==> config.mk <==
export PLATFORM = sky130hd
export DESIGN_NAME = proc_sequencer
export DESIGN_NICKNAME = d
export VERILOG_FILES = /design/src/rtl/proc_sequencer.sv
export SDC_FILE = /design/constraint.sdc
export NUM_CORES = 1
export LEC_CHECK = 0
export CAP_MARGIN = 20
export CELL_PAD_IN_SITES_DETAIL_PLACEMENT = 1
export CELL_PAD_IN_SITES_GLOBAL_PLACEMENT = 1
export CORE_ASPECT_RATIO = 1.5
export CORE_MARGIN = 4
export CORE_UTILIZATION = 37
export CTS_BUF_LIST = sky130_fd_sc_hd__clkbuf_2 sky130_fd_sc_hd__clkbuf_4 sky130_fd_sc_hd__clkbuf_8
export DETAILED_ROUTE_END_ITERATION = 7
export PLACE_DENSITY_LB_ADDON = 0.3
export SYNTH_ARGS = -nofsm -noshare
export SYNTH_HDL_FRONTEND = slang
export SYNTH_SLANG_ARGS = --single-unit
export TNS_END_PERCENT = 1
==> constraint.sdc <==
create_clock -name clk -period 4.15 [get_ports clk]
set_clock_uncertainty 0.1 [all_clocks]
set_input_delay 0.415 -clock clk [delete_from_list [all_inputs] [get_ports clk]]
set_output_delay 0.415 -clock clk [all_outputs]
set_load 0.01 [all_outputs]
==> src/rtl/proc_sequencer.sv <==
// Multi-cycle fetch/decode/execute sequencer: drives PC, latches IR, emits datapath controls.
// Build option: define PROC_SUB_EN to decode opcode 0100 as SUB Rx,Ry (otherwise it is illegal).
module proc_sequencer #(
    parameter int ADDR_W = 5,
    parameter int CODE_W = 23,
    parameter int NREG   = 8
) (
    input  logic              clk,
    input  logic              rst,
    input  logic              run,
    input  logic [CODE_W-1:0] code,
    output logic [ADDR_W-1:0] pc,
    output logic [15:0]       imm,
    output logic [3:0]        bus_sel,
    output logic [NREG-1:0]   r_in,
    output logic              a_in,
    output logic              g_in,
    output logic              add_sub,
    output logic              done,
    output logic              halted,
    output logic              illegal
);

    typedef enum logic [2:0] {S_IDLE, S_FETCH, S_T1, S_T2, S_T3, S_HALT} state_t;

    localparam logic [3:0] OP_HALT = 4'b0000;
    localparam logic [3:0] OP_LOAD = 4'b0001;
    localparam logic [3:0] OP_MOV  = 4'b0010;
    localparam logic [3:0] OP_ADD  = 4'b0011;
    localparam logic [3:0] OP_SUB  = 4'b0100;
    localparam logic [3:0] SEL_IMM  = 4'd8;
    localparam logic [3:0] SEL_G    = 4'd9;
    localparam logic [3:0] SEL_NONE = 4'd15;

`ifdef PROC_SUB_EN
    localparam bit SUB_EN = 1'b1;
`else
    localparam bit SUB_EN = 1'b0;
`endif

    state_t              state_reg, state_next;
    logic [CODE_W-1:0]   ir_reg;
    logic [ADDR_W-1:0]   pc_reg;
    logic                halted_reg, illegal_reg;

    logic [3:0]          op;
    logic [2:0]          rx, ry;
    logic                is_sub, is_alu, is_halt, op_known;
    logic [NREG-1:0]     rx_onehot;
    logic                r_we;

    assign op = ir_reg[CODE_W-1 -: 4];
    assign rx = ir_reg[CODE_W-5 -: 3];
    assign ry = ir_reg[CODE_W-8 -: 3];

    assign is_sub   = SUB_EN && (op == OP_SUB);
    assign is_alu   = (op == OP_ADD) || is_sub;
    assign is_halt  = (op == OP_HALT);
    assign op_known = is_halt || (op == OP_LOAD) || (op == OP_MOV) || is_alu;

    genvar gi;
    generate
        for (gi = 0; gi < NREG; gi++) begin : g_rx_dec
            assign rx_onehot[gi] = (32'(rx) == gi);
        end
    endgenerate

    // State and architectural registers; IR is captured on the edge leaving FETCH.
    always_ff @(posedge clk or posedge rst) begin
        if (rst) begin
            state_reg   <= S_IDLE;
            ir_reg      <= '0;
            pc_reg      <= '0;
            halted_reg  <= 1'b0;
            illegal_reg <= 1'b0;
        end else begin
            state_reg <= state_next;
            if (state_reg == S_FETCH)
                ir_reg <= code;
            if (done && !(state_reg == S_T1 && is_halt))
                pc_reg <= pc_reg + ADDR_W'(1);
            if (state_reg == S_T1 && is_halt)
                halted_reg <= 1'b1;
            if (state_reg == S_T1 && !op_known)
                illegal_reg <= 1'b1;
        end
    end

    always_comb begin
        state_next = state_reg;
        case (state_reg)
            S_IDLE:  state_next = run ? S_FETCH : S_IDLE;
            S_FETCH: state_next = S_T1;
            S_T1: begin
                if (is_halt)
                    state_next = S_HALT;
                else if (is_alu)
                    state_next = S_T2;
                else
                    state_next = run ? S_FETCH : S_IDLE;
            end
            S_T2:    state_next = S_T3;
            S_T3:    state_next = run ? S_FETCH : S_IDLE;
            S_HALT:  state_next = S_HALT;
            default: state_next = S_IDLE;
        endcase
    end

    // Moore control decode from state and IR only.
    always_comb begin
        bus_sel = SEL_NONE;
        r_we    = 1'b0;
        a_in    = 1'b0;
        g_in    = 1'b0;
        add_sub = 1'b0;
        done    = 1'b0;
        case (state_reg)
            S_T1: begin
                if (op == OP_LOAD) begin
                    bus_sel = SEL_IMM;
                    r_we    = 1'b1;
                    done    = 1'b1;
                end else if (op == OP_MOV) begin
                    bus_sel = {1'b0, ry};
                    r_we    = 1'b1;
                    done    = 1'b1;
                end else if (is_alu) begin
                    bus_sel = {1'b0, rx};
                    a_in    = 1'b1;
                end else begin
                    done    = 1'b1;
                end
            end
            S_T2: begin
                bus_sel = {1'b0, ry};
                g_in    = 1'b1;
                add_sub = is_sub;
            end
            S_T3: begin
                bus_sel = SEL_G;
                r_we    = 1'b1;
                done    = 1'b1;
            end
            default: ;
        endcase
    end

    assign r_in    = r_we ? rx_onehot : '0;
    assign pc      = pc_reg;
    assign imm     = ir_reg[15:0];
    assign halted  = halted_reg;
    assign illegal = illegal_reg;

endmodule

==> results.cfg <==
[power_and_ir_drop]
total_power_mw = 1.83
leakagePower_nw = 0.919
power.density_cell_area_nw_per_um2 = 785
power.ir.vdd_worst_mv = 0.308

[critical_path]
critPathKind = reg2out
crit_path_max_fanout = 4
worst_setup_start_kind = flip-flop
worst-endpoint-required_ns = 3.63
cp_data_arrival_time_ns = 2.35
end_kind = output pin

[run]
cap_viol_max_count = 0

[clocking]
numCtsBuffers = 5
cts.path.max_buffers = 2
cts-hold-fix-buffers = 0
cts_root_buf = clkbuf_8
cts_setup_buffers = 0
cts_tree = done
clock_sinks = 33
postCtsResizedCells = 0
ctsHtreeMaxLevel = 2
insertion_delay_ns = 0.28
clk_pin_slew_worst_paths_ns = 0.07

[synth]
synthesized_net_count = 179
netlist.area_leader.share_pct = 48.0
yosys_register_bits = 33
syn-mean-instance-area_um2 = 11.3
synth.area.top_cells = dfrtp_1 (48%), mux2_2 (14%), buf_4 (7.9%)
synth-seq-area-share_pct = 48.0
synth_largest_area_cell = dfrtp_1
post_synth_instance_area_um2 = 1720
synth_flop_cell = dfrtp_1
ys_top_cells_by_count = dfrtp_1 (33), mux2_2 (22), buf_4 (18), nor2_1 (11), nand2_1 (8)
synth_async_sr_flop_share_pct = 100
number_of_enable_type_register_cells_in_the_synthesized_netlist = 0
synth.most_common_cell = dfrtp_1
ys_warn_count = 0
postSynthCellCount = 152
count_of_unique_library_cells_instantiated_by_yosys = 36

[grt]
largest_net_degree_at_the_start_of_global_routing = 24
grtUsageTotal_pct = 15.1
grt_antenna_before_repair = 0
first_global_vias = 1420
globalRoute.totalOverflow = 0
grt_first_pass_wirelength_um = 6890

[placed_design]
post-dp-hpwl_um = 3180
gpl.final_weighted_congestion = 0.725
buffer_ports.inserted = 63
placed_cells_incl_taps = 238

[timing]
final_setup_violating_endpoints = 0
setup_repair_after_global_routing_missed_its_margin = false
setup_total_negative_slack_ns = 0
worst_slew_pin_slew_ns = 0.664
slew_headroom_pct = 55.7
drv_slew = 0
final_period_util_pct = 69.1
fmax_mhz = 349
finalHoldViolCount = 0
fin_hold_ws_ns = 0.373
final.min_clock_period_ns = 2.87

[layout]
fin_nets = 225
layout.cells.non_filler = 246
largest_register_ffs = 23
insertedDiodeCount = 0
final_layout_size_suffix_gt1_share_pct = 19.7
area_growth_pct = 35.7

[outcome]
status = finished, final reports clean

[floorplan]
start_util_pct = 38.2
number_of_rows_created_at_floorplan = 30
die_h_um = 91.5
fp.coreArea_um2 = 4500
die-area_um2 = 5820
chipWidth_um = 63.7
io_pins = 65

[routing]
drt.antenna.violating_nets = 0
vias = 1279
wl_per_cell_um = 16.7
totalWireLength_um = 4120
remaining_drc_errors = 0
via_per_inst = 5.20
drt_first_pass_iters = 4
drtIter0Drc = 21

[min_path]
hp-class = reg2reg
## metrics by stage
step | setup WS (ns) | util (%) | instance area, µm²
floorplan | 2.18 | - | 1720
global placement | 1.65 | 49.4 | 2230
detailed placement | 1.59 | 49.4 | 2230
CTS | 1.26 | 51.4 | 2320
global route | 1.17 | 51.8 | 2330
finish | 1.28 | 51.8 | 2330
## critical path: stages (launching register included)
cell             delay [ns]
dfrtp_1                0.39
or2_2                  0.34
o31ai_2                0.31
nand3b_1               0.20
nor3b_1                0.25
clkdlybuf4s50_1        0.59
## metal layers
| layer | track usage (%) | part of all wire, % |
|---|---|---|
| met2 | 27.6 | 53 |
| met5 | 0 | 0 |
| met1 | 16.1 | 39 |
| met4 | 4.86 | 1.4 |
| met3 | 4.83 | 6.0 |
## cells in the final DEF, fill, tap and decap left out, types with 2 or more instances in the layout
| cell type | Yosys | layout |
|---|---|---|
| nor2_1 | 11 | 11 |
| a21oi_1 | 7 | 7 |
| clkdlybuf4s50_1 | 0 | 63 |
| nand4_1 | 2 | 2 |
| o22ai_1 | 4 | 4 |
| clkbuf_8 | 0 | 6 |
| o21ai_0 | 3 | 3 |
| xnor2_1 | 4 | 4 |
| or2_2 | 2 | 2 |
| nor3b_1 | 4 | 4 |
| a21o_1 | 2 | 2 |
| a31oi_1 | 3 | 3 |
| nand2b_1 | 2 | 2 |
| mux2_2 | 22 | 22 |
| inv_1 | 2 | 2 |
| nand2_1 | 8 | 8 |
| nor3_1 | 2 | 2 |
| dfrtp_1 | 33 | 33 |
## where the power goes
group,internal [mW],leakage (nW),switching [mW]
clock,0.138,0.0477,0.109
sequential,0.483,0.387,0.173
combinational,0.535,0.484,0.391
## area by class of cell
cell class	count	area, µm²
Fill cell	507	2170
Sequential cell	33	826
Multi-Input combinational cell	91	696
Timing Repair Buffer	65	653
Clock buffer	7	90.1
Tap cell	48	60.1
Inverter	2	7.51
## logic make-up after synthesis
| kind of cell | after synthesis | synth area share [%] |
|---|---|---|
| AO/OA/AOI/OAI | 25 | 10.4 |
| XOR/XNOR | 6 | 3.49 |
| adder cells (fa/ha/maj) | 1 | 0.728 |
| buffers and inverters | 28 | 11.5 |
| flip-flops | 33 | 48.0 |
| multiplexers | 23 | 15.1 |
| other | 1 | 0.218 |
| AND/OR/NAND/NOR | 35 | 10.6 |
## final timing paths
| kind | startpoint | end | slack (ns) | depth (start not counted) |
|---|---|---|---|---|
| hold reg to reg | pc[4] | pc[4] | 0.37 | 1 |
| hold / removal | pc[4] | pc[4] | 0.37 | 1 |
| setup reg to reg | state_reg[0] | ir_reg[6] | 2.01 | 4 |
| max in group asynchronous | rst | ir_reg[22] | 2.89 | 3 |
| min in group asynchronous | rst | ir_reg[5] | 0.38 | 2 |
| setup / recovery | ir_reg[21] | r_in[1] | 1.28 | 5 |
Note: power is estimated with default switching activity, not from simulation.
